### config.mk
export PLATFORM = sky130hd
export DESIGN_NAME = ball_motion
export DESIGN_NICKNAME = d
export VERILOG_FILES = /design/src/rtl/metaballs_pkg.sv /design/src/rtl/ball_step.sv /design/src/rtl/ball_motion.sv
export SDC_FILE = /design/constraint.sdc
export NUM_CORES = 1
export LEC_CHECK = 0
export BUFFER_PORTS_ARGS = -buffer_cell sky130_fd_sc_hd__buf_2
export CAP_MARGIN = 25
export CELL_PAD_IN_SITES_DETAIL_PLACEMENT = 2
export CELL_PAD_IN_SITES_GLOBAL_PLACEMENT = 2
export CORE_ASPECT_RATIO = 1.5
export CORE_MARGIN = 5
export CORE_UTILIZATION = 41
export DETAILED_ROUTE_END_ITERATION = 6
export GPL_TIMING_DRIVEN = 0
export PLACE_DENSITY_LB_ADDON = 0.1
export RECOVER_POWER = 25
export SYNTH_ARGS = -nofsm -noshare
export SYNTH_HDL_FRONTEND = slang
export SYNTH_SLANG_ARGS = --single-unit
### constraint.sdc
create_clock -name clk_50mhz -period 8 [get_ports clk_50mhz]
set_clock_uncertainty 0.15 [all_clocks]
set_input_delay 0.4 -clock clk_50mhz [delete_from_list [all_inputs] [get_ports clk_50mhz]]
set_output_delay 0.4 -clock clk_50mhz [all_outputs]
set_load 0.03 [all_outputs]
### src/rtl/metaballs_pkg.sv
// Shared widths, FSM encoding and centre-point helper for the metaball motion engine.
package metaballs_pkg;

    localparam int POS_W   = 12;
    localparam int FRAC_W  = 2;
    localparam int VEL_W   = 10;
    localparam int COORD_W = 10;

    typedef enum logic [1:0] {IDLE, CALC, COMMIT, PUBLISH} state_e;

    function automatic logic [POS_W-1:0] centre_fix(input int screen, input int size);
        return POS_W'(((screen - size) / 2) << FRAC_W);
    endfunction

endpackage

### src/rtl/ball_step.sv
// One-axis motion step: advance position by velocity, then pull velocity toward the centre.
module ball_step
    import metaballs_pkg::*;
(
    input  logic [POS_W-1:0] pos,
    input  logic [VEL_W-1:0] vel,
    input  logic [POS_W-1:0] centre,
    output logic [POS_W-1:0] next_pos,
    output logic [VEL_W-1:0] next_vel
);

    logic [POS_W-1:0] vel_ext;

    always_comb begin
        vel_ext  = {{(POS_W-VEL_W){vel[VEL_W-1]}}, vel};
        next_pos = pos + vel_ext;
        // Velocity wraps on overflow; no saturation.
        next_vel = (next_pos < centre) ? vel + VEL_W'(1) : vel - VEL_W'(1);
    end

endmodule

### src/rtl/ball_motion.sv
// Frame-rate motion engine: on each v_sync rise, steps every ball serially and
// publishes the whole set of coordinates in one cycle.
module ball_motion
    import metaballs_pkg::*;
#(
    parameter int NUM_BALLS     = 2,
    parameter int SCREEN_WIDTH  = 800,
    parameter int SCREEN_HEIGHT = 600,
    parameter int BALL_SIZE     = 128,
    parameter logic [COORD_W*NUM_BALLS-1:0] START_X_FLAT = {10'd425, 10'd224},
    parameter logic [COORD_W*NUM_BALLS-1:0] START_Y_FLAT = {10'd188, 10'd157}
) (
    input  logic                           clk_50mhz,
    input  logic                           rst_n,
    input  logic                           v_sync,
    input  logic                           run,
    output logic [COORD_W*NUM_BALLS-1:0]   ball_x_flat,
    output logic [COORD_W*NUM_BALLS-1:0]   ball_y_flat,
    output logic                           busy,
    output logic                           frame_done,
    output logic                           overrun
);

    localparam int IDX_W = (NUM_BALLS > 1) ? $clog2(NUM_BALLS) : 1;
    localparam logic [POS_W-1:0] CX = centre_fix(SCREEN_WIDTH, BALL_SIZE);
    localparam logic [POS_W-1:0] CY = centre_fix(SCREEN_HEIGHT, BALL_SIZE);

    state_e                         state_q, state_d;
    logic [IDX_W-1:0]               idx_q, idx_d;
    logic                           v_sync_q;
    logic [POS_W-1:0]               pos_x_q [NUM_BALLS];
    logic [POS_W-1:0]               pos_x_d [NUM_BALLS];
    logic [POS_W-1:0]               pos_y_q [NUM_BALLS];
    logic [POS_W-1:0]               pos_y_d [NUM_BALLS];
    logic [VEL_W-1:0]               vel_x_q [NUM_BALLS];
    logic [VEL_W-1:0]               vel_x_d [NUM_BALLS];
    logic [VEL_W-1:0]               vel_y_q [NUM_BALLS];
    logic [VEL_W-1:0]               vel_y_d [NUM_BALLS];
    logic [POS_W-1:0]               nx_q, nx_d, ny_q, ny_d;
    logic [VEL_W-1:0]               nvx_q, nvx_d, nvy_q, nvy_d;
    logic [COORD_W*NUM_BALLS-1:0]   ball_x_q, ball_x_d, ball_y_q, ball_y_d;
    logic                           busy_q, busy_d;
    logic                           frame_done_q, frame_done_d;
    logic                           overrun_q, overrun_d;
    logic                           frame_edge;
    logic [POS_W-1:0]               step_x_pos, step_y_pos;
    logic [VEL_W-1:0]               step_x_vel, step_y_vel;

    ball_step u_step_x (
        .pos      (pos_x_q[idx_q]),
        .vel      (vel_x_q[idx_q]),
        .centre   (CX),
        .next_pos (step_x_pos),
        .next_vel (step_x_vel)
    );

    ball_step u_step_y (
        .pos      (pos_y_q[idx_q]),
        .vel      (vel_y_q[idx_q]),
        .centre   (CY),
        .next_pos (step_y_pos),
        .next_vel (step_y_vel)
    );

    always_comb begin
        state_d      = state_q;
        idx_d        = idx_q;
        pos_x_d      = pos_x_q;
        pos_y_d      = pos_y_q;
        vel_x_d      = vel_x_q;
        vel_y_d      = vel_y_q;
        nx_d         = nx_q;
        ny_d         = ny_q;
        nvx_d        = nvx_q;
        nvy_d        = nvy_q;
        ball_x_d     = ball_x_q;
        ball_y_d     = ball_y_q;
        busy_d       = busy_q;
        frame_done_d = 1'b0;
        overrun_d    = overrun_q;
        frame_edge   = v_sync & ~v_sync_q & run;

        if (frame_edge && state_q != IDLE) overrun_d = 1'b1;

        case (state_q)
            IDLE: begin
                if (frame_edge) begin
                    state_d = CALC;
                    idx_d   = '0;
                    busy_d  = 1'b1;
                end
            end
            CALC: begin
                nx_d    = step_x_pos;
                ny_d    = step_y_pos;
                nvx_d   = step_x_vel;
                nvy_d   = step_y_vel;
                state_d = COMMIT;
            end
            COMMIT: begin
                pos_x_d[idx_q] = nx_q;
                pos_y_d[idx_q] = ny_q;
                vel_x_d[idx_q] = nvx_q;
                vel_y_d[idx_q] = nvy_q;
                if (idx_q == IDX_W'(NUM_BALLS-1)) begin
                    // Publish from the post-commit array so the last ball is included.
                    state_d      = PUBLISH;
                    frame_done_d = 1'b1;
                    for (int i = 0; i < NUM_BALLS; i++) begin
                        ball_x_d[COORD_W*i +: COORD_W] = pos_x_d[i][POS_W-1:FRAC_W];
                        ball_y_d[COORD_W*i +: COORD_W] = pos_y_d[i][POS_W-1:FRAC_W];
                    end
                end else begin
                    idx_d   = idx_q + IDX_W'(1);
                    state_d = CALC;
                end
            end
            PUBLISH: begin
                state_d = IDLE;
                busy_d  = 1'b0;
            end
            default: state_d = IDLE;
        endcase
    end

    always_ff @(posedge clk_50mhz) begin
        if (!rst_n) begin
            state_q      <= IDLE;
            idx_q        <= '0;
            v_sync_q     <= 1'b1;
            nx_q         <= '0;
            ny_q         <= '0;
            nvx_q        <= '0;
            nvy_q        <= '0;
            ball_x_q     <= START_X_FLAT;
            ball_y_q     <= START_Y_FLAT;
            busy_q       <= 1'b0;
            frame_done_q <= 1'b0;
            overrun_q    <= 1'b0;
            for (int i = 0; i < NUM_BALLS; i++) begin
                pos_x_q[i] <= {START_X_FLAT[COORD_W*i +: COORD_W], {FRAC_W{1'b0}}};
                pos_y_q[i] <= {START_Y_FLAT[COORD_W*i +: COORD_W], {FRAC_W{1'b0}}};
                vel_x_q[i] <= '0;
                vel_y_q[i] <= '0;
            end
        end else begin
            state_q      <= state_d;
            idx_q        <= idx_d;
            v_sync_q     <= v_sync;
            nx_q         <= nx_d;
            ny_q         <= ny_d;
            nvx_q        <= nvx_d;
            nvy_q        <= nvy_d;
            ball_x_q     <= ball_x_d;
            ball_y_q     <= ball_y_d;
            busy_q       <= busy_d;
            frame_done_q <= frame_done_d;
            overrun_q    <= overrun_d;
            pos_x_q      <= pos_x_d;
            pos_y_q      <= pos_y_d;
            vel_x_q      <= vel_x_d;
            vel_y_q      <= vel_y_d;
        end
    end

    assign ball_x_flat = ball_x_q;
    assign ball_y_flat = ball_y_q;
    assign busy        = busy_q;
    assign frame_done  = frame_done_q;
    assign overrun     = overrun_q;

endmodule

==> results of run 1 <==
placed cells by master, fill, tap and decap left out, types with 14 or more instances in the layout:
cell type	n
clkbuf_1	100
inv_1	23
ha_1	38
mux2_2	38
a21boi_0	113
dfxtp_1	179
a21oi_1	20
a21o_1	28
nand2_1	279
xnor2_1	14
nor2_1	16
o21ai_0	34
clkbuf_16	17
and2_1	17
nand3_1	30
power groups by stage:
stage | Clock [W] | Combinational (W) | Sequential (W)
CTS | 0.000999 | 0.0000646 | 0.000899
finish | 0.000990 | 0.0000638 | 0.000899
floorplan | 0 | 0.0000379 | 0.000918
detailed placement | 0 | 0.0000634 | 0.000919
global route | 0.00104 | 0.0000686 | 0.000899
global placement | 0 | 0.0000619 | 0.000919
area by class of cell:
cell class,instances,share of cell area (%)
repair buffers,45,1.75
well taps,268,3.42
plain buffers,60,2.37
clock buffers,21,4.69
multi-input cells,750,48.1
inverters,23,0.880
clock inverters,11,2.26
flip-flops and latches,179,36.5
final timing paths:
kind	slack [ns]	to	from
max	1.25	nvy_q[8]$_SDFFE_PN0N_	idx_q$_SDFFE_PN0P_
min	0.01	v_sync_q$_SDFF_PN1_	v_sync
max reg2reg	1.25	nvy_q[8]$_SDFFE_PN0N_	idx_q$_SDFFE_PN0P_
min reg2reg	0.31	ball_x_flat[13]$_SDFFE_PN1P_	ball_x_flat[13]$_SDFFE_PN1P_
cells by family (layout without fill, tap and decap cells):
logic type                 after synthesis  in the layout  share of synthesized area [%]
and+or+nand+nor                        399            399                           20.0
AOI/OAI and AO/OA                      239            239                           19.8
DFF                                    179            179                           41.5
buffers and inverters                   83            160                           3.76
muxes                                   46             46                           6.03
adders and majority gates               42             42                           6.44
xor gates and xnor gates                24             24                           2.44
layer usage:
layer,GRT usage [%],up-vias,share of wire [%]
met5,0,-,0
met4,9.03,0,3.0
met3,5.07,60,4.2
met2,49.1,146,53
met1,30.5,3775,39
li1,-,3560,-
stage by stage:
stage	power, W	setup WS [ns]	instance area (um2)	hold WS (ns)	cells
2_1_floorplan	0.000956	2.95	8630	0.270	1012
3_3_place_gp	0.000981	1.78	9190	0.278	1325
3_5_place_dp	0.000983	1.61	9190	0.288	1325
4_1_cts	0.00196	1.59	9870	0.00847	1357
5_1_grt	0.00200	0.671	9810	0.0134	1357
6_report	0.00195	1.25	9810	0.0139	1357
registers in the layout (all words and copies together), names as in the netlist:
| register | count |
|---|---|
| ball_x_flat | 20 |
| ball_y_flat | 20 |
| busy | 1 |
| frame_done | 1 |
| idx_q | 1 |
| nvx_q | 10 |
| nvy_q | 10 |
| nx_q | 12 |
| ny_q | 12 |
| overrun | 1 |
| pos_x_q | 24 |
| pos_y_q | 24 |
| state_q | 2 |
| v_sync_q | 1 |
| vel_x_q | 20 |
| vel_y_q | 20 |
worst max-delay path, delay by kind of cell (launching register included):
family	cells	cell delay (ns)
flip-flops	1	0.31
adder cells (fa/ha/maj)	2	0.71
buffers and inverters	4	1.64
AND/OR/NAND/NOR	1	0.17
AO/OA/AOI/OAI	11	2.94
XOR/XNOR	1	0.18
multiplexers	1	0.50
==> impl_results.md, run 1 <==
- Outcome: finished clean
- Total CTS buffers: 17
- Vias per inst: 5.56
- Htree depth: 4
- Reg2reg path depth: 20
- Std-Cell Rows: 65
- Fmax: 148 MHz
- Die area: 24100 um2
- Root buf cell: clkbuf_16
- Initial antenna violation count: 0
- Initial Util: 41.3%
- Critical Path Source Type: flop
- Int Pwr: 0.00152 W
- Dpl hpwl: 22.2 mm
- Hold Crit Depth: 2
- Port Buf Inserts: 45
- Slowest stage cell, crit path: clkbuf_1
- Leak: 3.71 nW
- Worst vdd ir: 0.155 mV
- Chip Width: 128 um
- Post-synth top flop: dfxtp_1
- Post-synth EDFFs: 0
- Max Slew Vio Count: 0
- Psw: 0.000432 W
- CTS tree: done
- Clock share of power: 50.7%
- Yosys top cell by area: dfxtp_1
- Cell mode on critical path: o21ai_0
- Share of power burned in registers: 46.0%
- Post CTS Setup Buffer Count: 0
- Num Clock Sinks: 179
- Ant diodes: 0
- Combinational Power Share: 3.3%
- PwrDens: 199 nW/um2
- Seq/Total Area, Yosys: 41.5%
- Flops & latches, synth: 179
- Top-count cell post-synth: nand2_1
- Nets: 1122
- Die extent in y: 188 um
- Post-DRT Antenna Nets: 0
- Global-route wire length before repair: 49.2 mm
- Worst path max stage delay: 0.69 ns
- WL final: 31.1 mm
- RSZ-0062 raised after global routing: no
- Wire per inst: 22.9 um
- Reg area: 3580 um2
- WP data arrival: 6.93 ns
- Syn Nets: 1058
- Period utilization: 84.3%
- Syn-to-layout area delta: 13.7%
- Worst-Skew Late Latency: 0.46 ns
- Syn_area_per_cell: 8.53 um2
- Post-synthesis cell area: 8630 um2
- Post-Syn Instances: 1012
- Core area: 20900 um2
- Fin Setup TNS: 0 ns
- Clock buffer depth: 2
- Clk slew on worst S/H paths: 0.07 ns
- Num ports: 47
- Worst-path cell chain: clkbuf_1 -> clkbuf_1 -> clkbuf_1 -> mux2i_1 -> inv_1 -> ha_1 -> a211oi_1 -> o21ai_0 -> a31oi_2 -> o21ai_0 -> xor2_1 -> a311o_2 -> ha_1 -> nor2b_1 -> o21ai_0 -> a21oi_1 -> o21ai_0 -> a21oi_1 -> o21a_1 -> o311ai_0
- Final Util: 46.9%
- Final min period: 6.75 ns
- Total grt overflow: 0
- DRT iter0 DRCs: 289
- Drt first pass iters: 6
- Post_cts resized: 0
- Tot GR Track Use: 26.8%
- Top cell type's share of synthesized area: 41.5%
- Synth warn: 0
- Critical path class: reg2reg
- Share of cells above drive strength 1: 7.53%
- Worst-path maximum fanout: 10
- GPL Wtd Cong: 0.875
- Filler cell count: 2402
- Synth cell count leaders: nand2_1 (279), dfxtp_1 (179), a21boi_0 (113)
- Net Sw Frac: 22.1%
- Vias in the first global route: 8615
- FFs w/ async S/R, synth: 0%
- Hold crit path type: in2reg
- Fin. Hold Viols: 0
- Worst-Margin Slew: 1.08 ns
- Maximum number of pins on one net before global-route repair: 17
- Synth cell types: 56
- Critical path capture point type: flop
- Largest cells by area after synthesis: dfxtp_1 (42%), nand2_1 (12%), a21boi_0 (9.8%), ha_1 (5.5%), mux2_2 (5.0%)
- Multi-input gate area: 4720 um2
- Hold Buf Count CTS: 0
- MaxCap Viol Count: 0
- Worst path required time: 8.18 ns
- DR vias: 7541
- Worst slew margin relative to its limit: 27.7%
- DRC viols: 0
- Final setup violation count: 0
Note: power is estimated with default switching activity, not from simulation.
==> run 2: changes to the inputs <==
--- a/config.mk
+++ b/config.mk
@@ -5,13 +5,14 @@
 export SDC_FILE = /design/constraint.sdc
 export NUM_CORES = 1
 export LEC_CHECK = 0
+export ABC_AREA = 1
 export BUFFER_PORTS_ARGS = -buffer_cell sky130_fd_sc_hd__buf_2
 export CAP_MARGIN = 25
 export CELL_PAD_IN_SITES_DETAIL_PLACEMENT = 2
 export CELL_PAD_IN_SITES_GLOBAL_PLACEMENT = 2
 export CORE_ASPECT_RATIO = 1.5
 export CORE_MARGIN = 5
-export CORE_UTILIZATION = 41
+export CORE_UTILIZATION = 32
 export DETAILED_ROUTE_END_ITERATION = 6
 export GPL_TIMING_DRIVEN = 0
 export PLACE_DENSITY_LB_ADDON = 0.1
==> constraint.sdc (replaced) <==
create_clock -name clk_50mhz -period 5.4 [get_ports clk_50mhz]
set_clock_uncertainty 0.15 [all_clocks]
set_input_delay 0.27 -clock clk_50mhz [delete_from_list [all_inputs] [get_ports clk_50mhz]]
set_output_delay 0.27 -clock clk_50mhz [all_outputs]
set_load 0.03 [all_outputs]
==> impl_results.md, run 2 <==
- Yosys top cell by area: dfxtp_1
- Hold crit path type: in2reg
- Nets: 1295 (+15%)
- DRC viols: 0 (unchanged)
- Worst path required time: 5.60 ns (-2.58 ns)
- Syn Nets: 1228 (+16%)
- Fin. Hold Viols: 0 (unchanged)
- Htree depth: 4 (unchanged)
- Post-synth EDFFs: 0 (unchanged)
- RSZ-0062 raised after global routing: no
- CTS tree: done
- DR vias: 8129 (+7.8%)
- Combinational Power Share: 8.2% (+4.9 points)
- Setup WS pre-CTS: -0.703 ns (-2.31 ns)
- Synth cell count leaders: nand2_1 (256), dfxtp_1 (179), inv_1 (166)
- Period utilization: 94.2% (+9.9 points)
- Leak: 4.36 nW (+17%)
- Tot GR Track Use: 22.9% (-3.9 points)
- Std-Cell Rows: 73 (+12%)
- Fin cells: 1599 (+18%)
- Dpl hpwl: 25.1 mm (+13%)
- Worst vdd ir: 0.245 mV (+58%)
- Worst-Margin Slew: 1.01 ns (-0.0784 ns)
- Wire per inst: 20.7 um (-9.7%)
- Int Pwr: 0.00220 W (+44%)
- Psw: 0.000783 W (+81%)
- Filler cell count: 3221 (+34%)
- Core area: 26300 um2 (+26%)
- Share of power burned in registers: 45.1% (-0.9 points)
- Top-count cell post-synth: nand2_1
- FFs w/ async S/R, synth: 0% (unchanged)
- Initial Util: 32.2% (-9.1 points)
- Outcome: finished clean
- Critical path capture point type: flop
- Net Sw Frac: 26.3% (+4.2 points)
- Max Slew Vio Count: 0 (unchanged)
- Die extent in y: 209 um (+12%)
- Critical Path Source Type: flop
- PwrDens: 305 nW/um2 (+53%)
- Root buf cell: clkbuf_16
- Chip Width: 143 um (+11%)
- Num ports: 47 (unchanged)
- Num Clock Sinks: 179 (unchanged)
- Ant diodes: 0 (unchanged)
- Commonest non-fill, non-tap cell in the layout: nand2_1
- Maximum number of pins on one net before global-route repair: 18 (+1)
- Clock share of power: 46.7% (-4.0 points)
- Drt first pass iters: 4 (-2)
- Global-route wire length before repair: 51.4 mm (+4.5%)
- Vias in the first global route: 8973 (+4.2%)
- Post-placement cell count: 1565 (+18%)
- Worst-Skew Late Latency: 0.45 ns (about the same)
- Post-synth top flop: dfxtp_1
- Total grt overflow: 0 (unchanged)
- Seq/Total Area, Yosys: 42.3% (+0.77 points)
- Vias per inst: 5.08 (-8.5%)
- Largest registers: pos_x_q x24, pos_y_q x24
- Reg2reg path depth: 27 (+35%)
- Most frequent cells in the layout: nand2_1 (254), dfxtp_1 (179), inv_1 (169), o21ai_0 (145), a21oi_1 (101)
- DRT iter0 DRCs: 297 (+2.8%)
- Hold Crit Depth: 5 (+3)
- Fin Setup TNS: 0 ns (unchanged)
- Clock buffer depth: 2 (unchanged)
- Top cell type's share of synthesized area: 42.3% (+0.77 points)
- Initial antenna violation count: 0 (unchanged)
- Flops & latches, synth: 179 (unchanged)
- Final setup violation count: 0 (unchanged)
- Port Buf Inserts: 46 (+2.2%)
- MaxCap Viol Count: 0 (unchanged)
- Post-DRT Antenna Nets: 0 (unchanged)
- WL final: 33.1 mm (+6.4%)
- Share of cells above drive strength 1: 6.10% (-1.4 points)
- Syn_area_per_cell: 7.17 um2 (-16%)
- Die area: 29900 um2 (+24%)
- GPL Wtd Cong: 0.812 (-7.2%)
- Fmax: 197 MHz (+33%)
- Syn-to-layout area delta: 15.3%
- Post-Syn Instances: 1182 (+17%)
- Critical path class: reg2reg
- Synth warn: 0 (unchanged)
- Clk slew on worst S/H paths: 0.07 ns (about the same)
- Worst setup margin: 0.312 ns (-0.941 ns)
- Worst-path maximum fanout: 11 (+1)
- Post-synthesis cell area: 8470 um2 (-1.8%)
- Worst slew margin relative to its limit: 32.9% (+5.2 points)
- Synth cell types: 40 (-29%)
- Largest cells by area after synthesis: dfxtp_1 (42%), nand2_1 (11%), o21ai_0 (8.8%), inv_1 (7.4%), a21oi_1 (6.0%)
- WP data arrival: 5.29 ns (-1.64 ns)
- Total CTS buffers: 17 (unchanged)
- Final min period: 5.09 ns (-1.66 ns)
[run 2: layout make-up]
class / count / area (um2) / area share, %
flip-flops and latches: 179 / 3580 / 36.7
plain buffers: 51 / 241 / 2.47
repair buffers: 48 / 194 / 1.99
inverters: 176 / 661 / 6.76
multi-input cells: 776 / 4020 / 41.2
clock inverters: 15 / 216 / 2.22
well taps: 337 / 422 / 4.32
clock buffers: 17 / 425 / 4.36
[run 2: what timing repair did]
| action | 4_1_cts | 5_1_grt |
|---|---|---|
| hold endpoints to repair | 1 | 0 |
| pin swaps | 0 | 2 |
| hold buffers | 1 | 0 |
| endpoints found under the setup margin | 12 | 8 |
| gates resized for setup | 10 | 19 |
| setup buffers | 0 | 1 |
[run 2: metal layers]
metal,wire length [um],global-route usage (%),part of all wire (%)
met1,12900,24.5,39
met2,18400,44.3,56
met3,606,2.76,1.8
met4,1150,9.28,3.5
met5,0,0,0
[run 2: path summary, 6_finish.rpt]
check / from / end / slack (ns)
max: idx_q$_SDFFE_PN0P_ / nvx_q[8]$_SDFFE_PN0N_ / 0.31
min: run / overrun$_SDFFE_PN0P_ / 0.04
max reg2reg: idx_q$_SDFFE_PN0P_ / nvx_q[8]$_SDFFE_PN0N_ / 0.31
min reg2reg: ball_y_flat[12]$_SDFFE_PN1P_ / ball_y_flat[12]$_SDFFE_PN1P_ / 0.31
[run 2: cell families after synthesis]
| group | count (synthesis) | share of synthesized area, % |
|---|---|---|
| buffers and inverters | 227 | 10.4 |
| adder cells (fa/ha/maj) | 42 | 6.56 |
| AO/OA/AOI/OAI | 315 | 19.5 |
| XOR/XNOR | 19 | 2.14 |
| flip-flops | 179 | 42.3 |
| AND/OR/NAND/NOR | 400 | 19.1 |
[run 2: power by group through the flow]
stage,Combinational [W],Sequential (W),Clock [W]
2_1_floorplan,0.000157,0.00137,0
3_3_place_gp,0.000235,0.00137,0
3_5_place_dp,0.000241,0.00138,0
4_1_cts,0.000245,0.00134,0.00142
5_1_grt,0.000272,0.00135,0.00146
6_report,0.000243,0.00134,0.00139
[run 2: critical path: stages, from the launching register on]
cell	delay [ns]
dfxtp_1	0.31
buf_6	0.15
buf_8	0.15
clkbuf_2	0.28
o21ai_0	0.69
ha_1	0.41
or2_1	0.26
nand3b_1	0.11
nand2_1	0.06
nand2_1	0.06
nand2_1	0.09
nand2_1	0.08
nand2_1	0.05
nand2_1	0.05
nand2_1	0.14
nand2_2	0.25
inv_1	0.09
fa_1	0.43
o21ai_1	0.24
a21oi_1	0.09
o21ai_1	0.24
nand2_1	0.10
nand2_1	0.08
a21oi_1	0.08
nand2_1	0.06
nand2_1	0.05
o21ai_1	0.16
inv_1	0.05
[run 2: per-stage QoR]
step | total power, W | instance area, um2 | hold slack [ns] | utilization, %
floorplan | 0.00153 | 8470 | 0.227 | -
global placement | 0.00161 | 9120 | 0.285 | 34.7
detailed placement | 0.00162 | 9120 | 0.298 | 34.7
CTS | 0.00301 | 9800 | 0.0191 | 37.2
global route | 0.00308 | 9770 | 0.0585 | 37.1
finish | 0.00298 | 9770 | 0.0360 | 37.1
